### config.mk
export PLATFORM = sky130hd
export DESIGN_NAME = cl_ctrl_resp
export DESIGN_NICKNAME = d
export VERILOG_FILES = /design/src/rtl/cl_ctrl_resp_pkg.sv /design/src/rtl/cl_ctrl_resp_arg_bank.sv /design/src/rtl/cl_ctrl_resp.sv
export SDC_FILE = /design/constraint.sdc
export NUM_CORES = 1
export LEC_CHECK = 0
export ABC_AREA = 1
export CORE_UTILIZATION = 52
export CTS_BUF_LIST = sky130_fd_sc_hd__clkbuf_8
export DETAILED_ROUTE_END_ITERATION = 8
export PLACE_DENSITY = 0.83
export RECOVER_POWER = 25
export SLEW_MARGIN = 20
export SYNTH_ARGS = -nofsm -noshare
export SYNTH_HDL_FRONTEND = slang
export SYNTH_HIERARCHICAL = 1
export SYNTH_SLANG_ARGS = --single-unit
### constraint.sdc
create_clock -name clk -period 5 [get_ports clk]
set_input_delay 0.5 -clock clk [delete_from_list [all_inputs] [get_ports clk]]
set_output_delay 0.5 -clock clk [all_outputs]
set_load 0.02 [all_outputs]
### src/rtl/cl_ctrl_resp_pkg.sv
// Shared definitions for the cl_ctrl responder: register map, CTRL bit indices,
// FSM encodings and the CTRL status read layout.
package cl_ctrl_resp_pkg;

  localparam int unsigned DATA_W = 32;
  localparam int unsigned ADDR_W = 12;

  localparam logic [ADDR_W-1:0] ADDR_CTRL     = 12'h000;
  localparam logic [ADDR_W-1:0] ADDR_CYCLES   = 12'h001;
  localparam logic [ADDR_W-1:0] ADDR_DONE_CNT = 12'h002;

  localparam int unsigned CTRL_START_BIT = 0;
  localparam int unsigned CTRL_ACK_BIT   = 1;

  typedef enum logic [1:0] {
    ST_IDLE = 2'd0,
    ST_BUSY = 2'd1,
    ST_DONE = 2'd2
  } state_e;

  typedef struct packed {
    logic [27:0] rsvd;
    logic        err;
    logic        done;
    logic        busy;
    logic        zero;
  } ctrl_stat_t;

  // Increment that sticks at all-ones instead of wrapping.
  function automatic logic [DATA_W-1:0] sat_inc(input logic [DATA_W-1:0] v);
    return (&v) ? v : v + 32'd1;
  endfunction

endpackage

### src/rtl/cl_ctrl_resp_arg_bank.sv
// Kernel argument registers: write decode, combinational read mux and the
// snapshot register that presents the arguments to the kernel for a whole run.
module cl_ctrl_resp_arg_bank
  import cl_ctrl_resp_pkg::*;
#(
  parameter int unsigned       NUM_ARGS = 8,
  parameter logic [ADDR_W-1:0] ARG_BASE = 12'h010
) (
  input  logic                       clk,
  input  logic                       rst_n,
  input  logic                       wr_en_i,
  input  logic [ADDR_W-1:0]          addr_i,
  input  logic [DATA_W-1:0]          wdata_i,
  input  logic                       snap_i,
  output logic [DATA_W-1:0]          rd_data_c_o,
  output logic [DATA_W*NUM_ARGS-1:0] args_o
);

  localparam int unsigned IDX_W = (NUM_ARGS > 1) ? $clog2(NUM_ARGS) : 1;

  logic [ADDR_W-1:0]          off_c;
  logic                       hit_c;
  logic [IDX_W-1:0]           idx_c;
  logic [DATA_W-1:0]          arg_q [NUM_ARGS];
  logic [DATA_W*NUM_ARGS-1:0] args_q;

  // Address window decode; misses read as zero.
  always_comb begin
    off_c       = addr_i - ARG_BASE;
    hit_c       = (addr_i >= ARG_BASE) && (32'(off_c) < NUM_ARGS);
    idx_c       = IDX_W'(off_c);
    rd_data_c_o = hit_c ? arg_q[idx_c] : '0;
  end

  always_ff @(posedge clk or negedge rst_n) begin
    if (!rst_n) begin
      for (int unsigned i = 0; i < NUM_ARGS; i++) arg_q[i] <= '0;
    end else if (wr_en_i && hit_c) begin
      for (int unsigned i = 0; i < NUM_ARGS; i++) begin
        if (idx_c == IDX_W'(i)) arg_q[i] <= wdata_i;
      end
    end
  end

  // Snapshot taken on an accepted start; later ARG writes do not disturb a run.
  always_ff @(posedge clk or negedge rst_n) begin
    if (!rst_n) begin
      args_q <= '0;
    end else if (snap_i) begin
      for (int unsigned i = 0; i < NUM_ARGS; i++) args_q[DATA_W*i +: DATA_W] <= arg_q[i];
    end
  end

  assign args_o = args_q;

endmodule

### src/rtl/cl_ctrl_resp.sv
// CL-side cl_ctrl register-bus responder: run-control FSM, profiling counters,
// error tracking and the BRAM-like registered read port.
module cl_ctrl_resp
  import cl_ctrl_resp_pkg::*;
#(
  parameter int unsigned       NUM_ARGS = 8,
  parameter logic [ADDR_W-1:0] ARG_BASE = 12'h010
) (
  input  logic                       clk,
  input  logic                       resetn,
  input  logic [ADDR_W-1:0]          cl_ctrl_addr,
  input  logic [DATA_W-1:0]          cl_ctrl_d,
  output logic [DATA_W-1:0]          cl_ctrl_q,
  input  logic                       cl_ctrl_ce,
  input  logic                       cl_ctrl_we,
  output logic                       cl_done,
  output logic                       kernel_start,
  output logic [DATA_W*NUM_ARGS-1:0] kernel_args,
  input  logic                       kernel_done
);

  state_e            state_q, state_d;
  logic              err_q, err_d;
  logic [DATA_W-1:0] cycles_q, cycles_d;
  logic [DATA_W-1:0] done_cnt_q, done_cnt_d;
  logic [DATA_W-1:0] rdata_q, rdata_d;
  logic              kstart_q, cl_done_q;

  logic              wr_c, rd_c, start_wr_c, ack_wr_c;
  logic              start_acc_c, err_set_c, done_evt_c;
  logic [DATA_W-1:0] arg_rd_c;
  ctrl_stat_t        stat_c;

  assign wr_c       = cl_ctrl_ce & cl_ctrl_we;
  assign rd_c       = cl_ctrl_ce & ~cl_ctrl_we;
  assign start_wr_c = wr_c && (cl_ctrl_addr == ADDR_CTRL) && cl_ctrl_d[CTRL_START_BIT];
  assign ack_wr_c   = wr_c && (cl_ctrl_addr == ADDR_CTRL) && cl_ctrl_d[CTRL_ACK_BIT];

  always_ff @(posedge clk or negedge resetn) begin
    if (!resetn) state_q <= ST_IDLE;
    else         state_q <= state_d;
  end

  // Start beats ack from DONE; kernel_done beats a start while BUSY.
  always_comb begin
    state_d = state_q;
    case (state_q)
      ST_IDLE: if (start_wr_c) state_d = ST_BUSY;
      ST_BUSY: if (kernel_done) state_d = ST_DONE;
      ST_DONE: begin
        if (start_wr_c)    state_d = ST_BUSY;
        else if (ack_wr_c) state_d = ST_IDLE;
      end
      default: state_d = ST_IDLE;
    endcase
  end

  always_comb begin
    start_acc_c = start_wr_c && (state_q != ST_BUSY);
    done_evt_c  = kernel_done && (state_q == ST_BUSY);
    err_set_c   = (start_wr_c && (state_q == ST_BUSY)) || (kernel_done && (state_q != ST_BUSY));
  end

  // Datapath next-state: setting err wins over clearing it in the same cycle.
  always_comb begin
    err_d      = err_q;
    cycles_d   = cycles_q;
    done_cnt_d = done_cnt_q;
    if (err_set_c)                    err_d = 1'b1;
    else if (ack_wr_c || start_acc_c) err_d = 1'b0;
    if (start_acc_c)                  cycles_d = '0;
    else if (state_q == ST_BUSY)      cycles_d = sat_inc(cycles_q);
    if (done_evt_c)                   done_cnt_d = done_cnt_q + 32'd1;
  end

  always_comb begin
    stat_c      = '0;
    stat_c.err  = err_q;
    stat_c.done = (state_q == ST_DONE);
    stat_c.busy = (state_q == ST_BUSY);
    rdata_d     = rdata_q;
    if (rd_c) begin
      case (cl_ctrl_addr)
        ADDR_CTRL:     rdata_d = stat_c;
        ADDR_CYCLES:   rdata_d = cycles_q;
        ADDR_DONE_CNT: rdata_d = done_cnt_q;
        default:       rdata_d = arg_rd_c;
      endcase
    end
  end

  always_ff @(posedge clk or negedge resetn) begin
    if (!resetn) begin
      err_q      <= 1'b0;
      cycles_q   <= '0;
      done_cnt_q <= '0;
      rdata_q    <= '0;
      kstart_q   <= 1'b0;
      cl_done_q  <= 1'b0;
    end else begin
      err_q      <= err_d;
      cycles_q   <= cycles_d;
      done_cnt_q <= done_cnt_d;
      rdata_q    <= rdata_d;
      kstart_q   <= start_acc_c;
      cl_done_q  <= (state_d == ST_DONE);
    end
  end

  cl_ctrl_resp_arg_bank #(
    .NUM_ARGS (NUM_ARGS),
    .ARG_BASE (ARG_BASE)
  ) u_arg_bank (
    .clk         (clk),
    .rst_n       (resetn),
    .wr_en_i     (wr_c),
    .addr_i      (cl_ctrl_addr),
    .wdata_i     (cl_ctrl_d),
    .snap_i      (start_acc_c),
    .rd_data_c_o (arg_rd_c),
    .args_o      (kernel_args)
  );

  assign cl_ctrl_q    = rdata_q;
  assign cl_done      = cl_done_q;
  assign kernel_start = kstart_q;

endmodule

# Word level (Yosys, flattened, before mapping)
# Index checks and enable logic that the tools add are counted.
op_classes:
  magnitude_cmp: 3
  n_eq_ne: 14
  addsub: 3
  mux: 15
  n_reduce_logical: 26
  n_bitwise: 4
ops:
  columns: ["op", "count"]
  rows:
  - ["two-way mux 32 bit", 6]
  - ["binary-select mux 32 bit (select 3 bit)", 1]
  - ["one-hot mux 32 bit (3 select lines)", 1]
  - ["adder 32 x 1 -> 32 bit, second input constant", 2]
  - ["AND reduction 32 bit", 1]
  - ["AND reduction 2 bit", 9]
  - ["== test 12 x 1 -> 1 bit, second input constant", 1]
  - ["== test 12 x 2 -> 1 bit, second input constant", 1]
  - ["== test 3 bit, second input constant", 4]
  - [">= comparator 12 x 5 -> 1 bit, second input constant", 1]
  - ["zero test 12 bit", 1]
  - ["less-than comparator 12 x 4 -> 1 bit, second input constant", 1]
  - ["subtractor 12 x 5 -> 12 bit, second input constant", 1]
  - ["logical AND 1 bit", 9]
  - ["two-way mux 2 bit", 4]
  - ["== test 3 x 2 -> 1 bit, second input constant", 2]
  - ["one-hot mux 2 bit (3 select lines)", 1]
  - ["== test 2 bit, second input constant", 2]
  - [">= comparator 4 bit, second input constant", 1]
  - ["inverter 3 -> 4 bit", 1]
  - ["nonzero test 2 bit", 2]
  - ["== test 3 x 1 -> 1 bit, second input constant", 1]
  - ["zero test 3 bit", 1]
  - ["bitwise AND 1 bit", 2]
  - ["other kinds (7)", 9]
totals:
  reg_bits: 613
  output_inout_bits: 290

# Longest topological paths before layout
depth:
  word_depth: 7
  ltp_mapped: 14
  ltp_nobuf: 12

# Hierarchy
# Netlist, hierarchy kept.
modules_own_cells:
  columns: ["mod", "area_per_inst_um2", "seq_area_each_um2", "instances", "cells_per_inst"]
  rows:
  - ["cl_ctrl_resp_arg_bank", 22980.8, 12812.3, 1, 2851]
  - ["cl_ctrl_resp", 6319.8, 2527.4, 1, 992]

# Least setup slack after synthesis
# OpenSTA, ideal clock, no wires.
synth_timing:
  path_kind: "in2reg"
  startpoint: "input cl_ctrl_addr[2]"
  endpoint: "register u_arg_bank.args_q[10] (netlist: u_arg_bank/args_o[10])"
  path_buffers: 5
  path_slack_ns: 2.367
  setup_time_ns: 0.133
  t_required_ns: 4.867
  cell_stages: 11
  arrival_time_ns: 2.500
  cell_sequence: "inv_1 nand2_1 nor2_1 nand4_1 nor2_4 buf_4 buf_2 buf_2 clkbuf_1 clkbuf_1 a21oi_1"
synth_between:
  elab_chain_cells: 4
synth_lines:
  columns: ["element", "line_no", "source"]
  rows:
  - ["start: declaration", "cl_ctrl_resp.sv:11", "input logic [ADDR_W-1:0] cl_ctrl_addr,"]
  - ["zero test 12 bit", "cl_ctrl_resp.sv:36", "assign start_wr_c = wr_c && (cl_ctrl_addr == ADDR_CTRL) && cl_ctrl_d[CTRL_START_BIT];"]
  - ["logical AND 1 bit (2 in series)", "cl_ctrl_resp.sv:36", null]
  - ["logical AND 1 bit", "cl_ctrl_resp.sv:59", "start_acc_c = start_wr_c && (state_q != ST_BUSY);"]
  - ["via start_acc_c", "cl_ctrl_resp.sv:30", "logic start_acc_c, err_set_c, done_evt_c;"]
  - ["end signal: assignment", "cl_ctrl_resp_arg_bank.sv:48", "args_q <= '0;"]
  - ["end: declaration", "cl_ctrl_resp_arg_bank.sv:25", "logic [DATA_W*NUM_ARGS-1:0] args_q;"]
# The timed path passes the listed nets, and every way through them passes these cells.
# A chain may end at the register's enable or synchronous reset.

# Worst setup path in the final report
layout_timing:
  startpoint: "register state_q[0]"
  endpoint: "register done_cnt_q[18]"
layout_between:
  elab_chain_cells: 2
layout_lines:
  columns: ["element", "line_no", "source"]
  rows:
  - ["start: declaration", "cl_ctrl_resp.sv:22", "state_e state_q, state_d;"]
  - ["start signal: assignment", "cl_ctrl_resp.sv:41", "else state_q <= state_d;"]
  - ["== test 2 x 1 -> 1 bit", "cl_ctrl_resp.sv:60", "done_evt_c = kernel_done && (state_q == ST_BUSY);"]
  - ["logical AND 1 bit", "cl_ctrl_resp.sv:60", null]
  - ["end signal: assignment", "cl_ctrl_resp.sv:103", "done_cnt_q <= done_cnt_d;"]
  - ["end: declaration", "cl_ctrl_resp.sv:25", "logic [DATA_W-1:0] done_cnt_q, done_cnt_d;"]
# No other way between the ends.

==> summary.md <==
| Metric | Value |
|---|---|
| Run status | `complete, but fails checks` |
| Failing checks | `capacitance limit, slew limit` |
| R2R Setup Slk | `1.35 ns` |
| Primary FF master, synth | `dfrtp_1` |
| Gp weighted congestion | `between 0.9 and 1` |
| Postcts setup bufs | `0` |
| CTS Buffer Depth | `3` |
| Most frequent cell on the critical path | `nand2_1` |
| Avg WL per Cell | `slightly below 20 um` |
| Register Area | `15300 sq um` |
| Post-Synth Adder-Cell Area | `0.0854%` |
| Fin. Hold Viols | `0` |
| H-tree depth | `3` |
| NumNets Final | `4135` |
| Final period util | `73.0%` |
| Maxcap violations | `1` |
| FFs w/ async S/R, synth | `between 90% and 100%` |
| Critical-path maximum fanout | `17` |
| Minimum clock period | `around 3.6 ns` |
| CTS Root Cell | `clkbuf_8` |
| Crit path max-delay family | `simple AND/OR/NAND/NOR gates` |
| Latest clock arrival within the worst-skew pair | `0.73 ns` |
| WL final | `95700 um` |
| Worst Hold End | `u_arg_bank/arg_q[202]` |
| Synth cell types | `32` |
| Startpoint Class | `register` |
| DP Wirelength | `approximately 65000 um` |
| DR vias/cell | `roughly 5.6` |
| Required time of the critical path | `between 5 and 6 ns` |
| Most frequent cell after synthesis | `nand2_1` |
| Tightest Pin Transition | `2.77 ns` |
| Cell Pwr Density | `296 nW/um^2` |
| CP bufs+invs | `1` |
| First-iteration detailed-routing DRC count | `3762` |
| Placed insts | `4729` |
| Area grow syn2layout | `20.0%` |
| Cell Area, Synth | `slightly below 30000 sq um` |
| Clock transition at path regs | `0.06 ns` |
| Largest net degree at the start of global routing | `135` |
| Share of cells above drive strength 1 | `between 6 and 7%` |
| Final ANT Viol Nets | `0` |
| Synth Area per Inst | `7.62 sq um` |
| Die width | `239 um` |
| Worst Hold Class | `register to register` |
| Worst r2r path cells | `9` |
| Drt drc | `0` |
| I/O pins | `339` |
| Hold path start | `u_arg_bank/arg_q[202]` |
| Clk_skew | `a little under 0.05 ns` |
| Die height | `between 200 and 250 um` |
| Crit. End Element | `register` |
| Proportion of synthesized area in mux cells | `approximately 1.4%` |
| DRT Pass-1 Iters | `8` |
| Sink Count | `613` |
| Slowest CP cell | `nand2_1` |
| Number of synthesized flops with an enable pin | `0` |
| Peak VDD IR | `0.197 mV` |
| Seq/Total Area, Yosys | `52.4%` |
| Highest clock rate | `274 MHz` |
| GR Util All Layers | `33.7%` |
| First-pass GRT wire length | `approximately 150000 um` |
| XOR/XNOR Fraction of Synth Area | `less than 1%` |
| Synth cell count leaders | `nand2_1, dfrtp_1, nor2_1` |
| Die area | `57300 sq um` |
| Initial antenna violation count | `2` |
| Area of the multi-input gates | `11700 sq um` |
| Mapped Cells | `3843` |
| CP peak stage delay | `a little under 0.8 ns` |
| Vias | `27428` |
| Fin Setup TNS | `0 ns` |
| Yosys top cell by area | `dfrtp_1` |
| Simple-gate share of the synthesized area | `between 30% and 40%` |
| CORE AREA | `between 50000 and 60000 sq um` |
| Synth top area share | `between 50% and 60%` |
| Fillers | `4711` |
| Initial Util | `52.9%` |
| Number of global-route vias before repair | `about 26000` |
| Warnings, synthesis | `6` |
| PortBufs | `338` |
| Syn Nets | `3894` |
| Crit path DAT | `4.24 ns` |
| Top cells by area, synth | `dfrtp_1, nand2_1, nor2_1` |
| Worst Hold Depth | `2` |
| Total gr overflow | `0` |
| RSZ-0062 raised after global routing | `false` |
| Max-Slew Margin vs Limit | `-84.7%` |
| Compound-Gate Fraction of Synth Area | `around 5%` |
| Largest family of logic cells by synthesized area | `simple AND/OR/NAND/NOR gates` |
| Final Setup Violations | `0` |
| Total CTS buffers | `100` |
| Reg-to-reg critical path startpoint | `state_q[0]` |
| Reg2reg end | `done_cnt_q[18]` |
| CTS tree | `done` |
| Row count | `86` |
| Leak pwr | `17.8 nW` |
| Crit path kind | `register to register` |
| Yosys reg bits | `613` |
| Slew Limit Fails | `99` |
| Non-filler cells, final | `4911` |
| Post-layout util | `63.5%` |
| Cell Chain, Critical Path | `inv_1 -> nor2_1 -> nand2_1 -> nor3_1 -> nand3_1 -> nor2_1 -> nand2_1 -> nand2_1 -> nand2_1` |
[how the worst max path moves through the flow]
| stage | from | to | slack [ns] | cells past startpoint |
|---|---|---|---|---|
| 2_1_floorplan | cl_ctrl_addr[2] | u_arg_bank/args_o[10] | 2.37 | 11 |
| 3_3_place_gp | cl_ctrl_addr[2] | cycles_q[27] | 1.50 | 11 |
| 3_5_place_dp | cl_ctrl_addr[2] | cycles_q[23] | 1.45 | 11 |
| 4_1_cts | cl_ctrl_addr[2] | u_arg_bank/args_o[87] | 2.19 | 10 |
| 5_1_grt | state_q[0] | done_cnt_q[18] | 1.16 | 9 |
| 6_report | state_q[0] | done_cnt_q[18] | 1.35 | 9 |
[power breakdown]
part           leakage [nW]  internal (mW)  switching [mW]  total (mW)
combinational          8.26          0.230           0.563       0.793
sequential             8.39           5.03          0.0855        5.12
clock                  1.19           2.43            2.08        4.51
[layout by cell type (no fill, tap or decap), drive strengths merged, types with 37 or more instances in the layout]
cell	synthesis	final
a21oi	220	220
buf	76	57
clkbuf	181	132
clkdlybuf4s50	0	336
dfrtp	613	613
inv	306	337
mux2	37	37
nand2	1408	1408
nand3	57	57
nand4	274	274
nor2	552	552
o21ai	64	64
[tightest hold or removal path, stage by stage (launching register included)]
cell     delay [ns]
dfrtp_1        0.34
nand2_1        0.05
nand2_1        0.05
[registers in the layout (all words and copies together) (netlist names)]
name	flops
cl_done	1
kernel_start	1
u_arg_bank/arg_q	256
cycles_q	32
state_q	2
err_q	1
done_cnt_q	32
u_arg_bank/args_o	256
cl_ctrl_q	32
[stage by stage]
| step | area, sq um | power [mW] | hold slack [ns] | setup slack, ns |
|---|---|---|---|---|
| after floorplan | 29300 | 5.58 | 0.204 | 2.37 |
| after global placement | 33100 | 5.97 | 0.453 | 1.50 |
| after detailed placement | 33100 | 5.98 | 0.458 | 1.45 |
| after CTS | 35200 | 10.5 | 0.448 | 2.19 |
| after global routing | 35200 | 10.8 | 0.487 | 1.16 |
| final | 35200 | 10.4 | 0.468 | 1.35 |
[what timing repair did]
| action | 4_1_cts | 5_1_grt |
|---|---|---|
| resized for setup | 0 | 0 |
| hold endpoints to repair | 96 | 0 |
| hold buffers | 1 | 0 |
[logic make-up after synthesis]
kind of cell,Yosys count
AOI/OAI and AO/OA,285
xor gates and xnor gates,28
adders and majority gates,2
buffers and inverters,563
DFF,613
muxes,37
and+or+nand+nor,2315
[area by class of cell]
class | count | area share, %
diodes | 1 | 0.00712
clock buffers | 130 | 5.09
clock inverters | 50 | 0.801
inverters | 306 | 3.29
multi-input cells | 2667 | 33.3
flip-flops and latches | 613 | 43.6
well taps | 748 | 2.66
repair buffers | 396 | 11.2
[metal layers]
metal	share of wire (%)	wire length (um)	global-route usage (%)
met2	44	42400	50.1
met3	11	10200	7.28
met1	39	37100	45.2
met4	6.3	6000	20.6
met5	0.014	13	0
(Power assumes the default switching activity.)
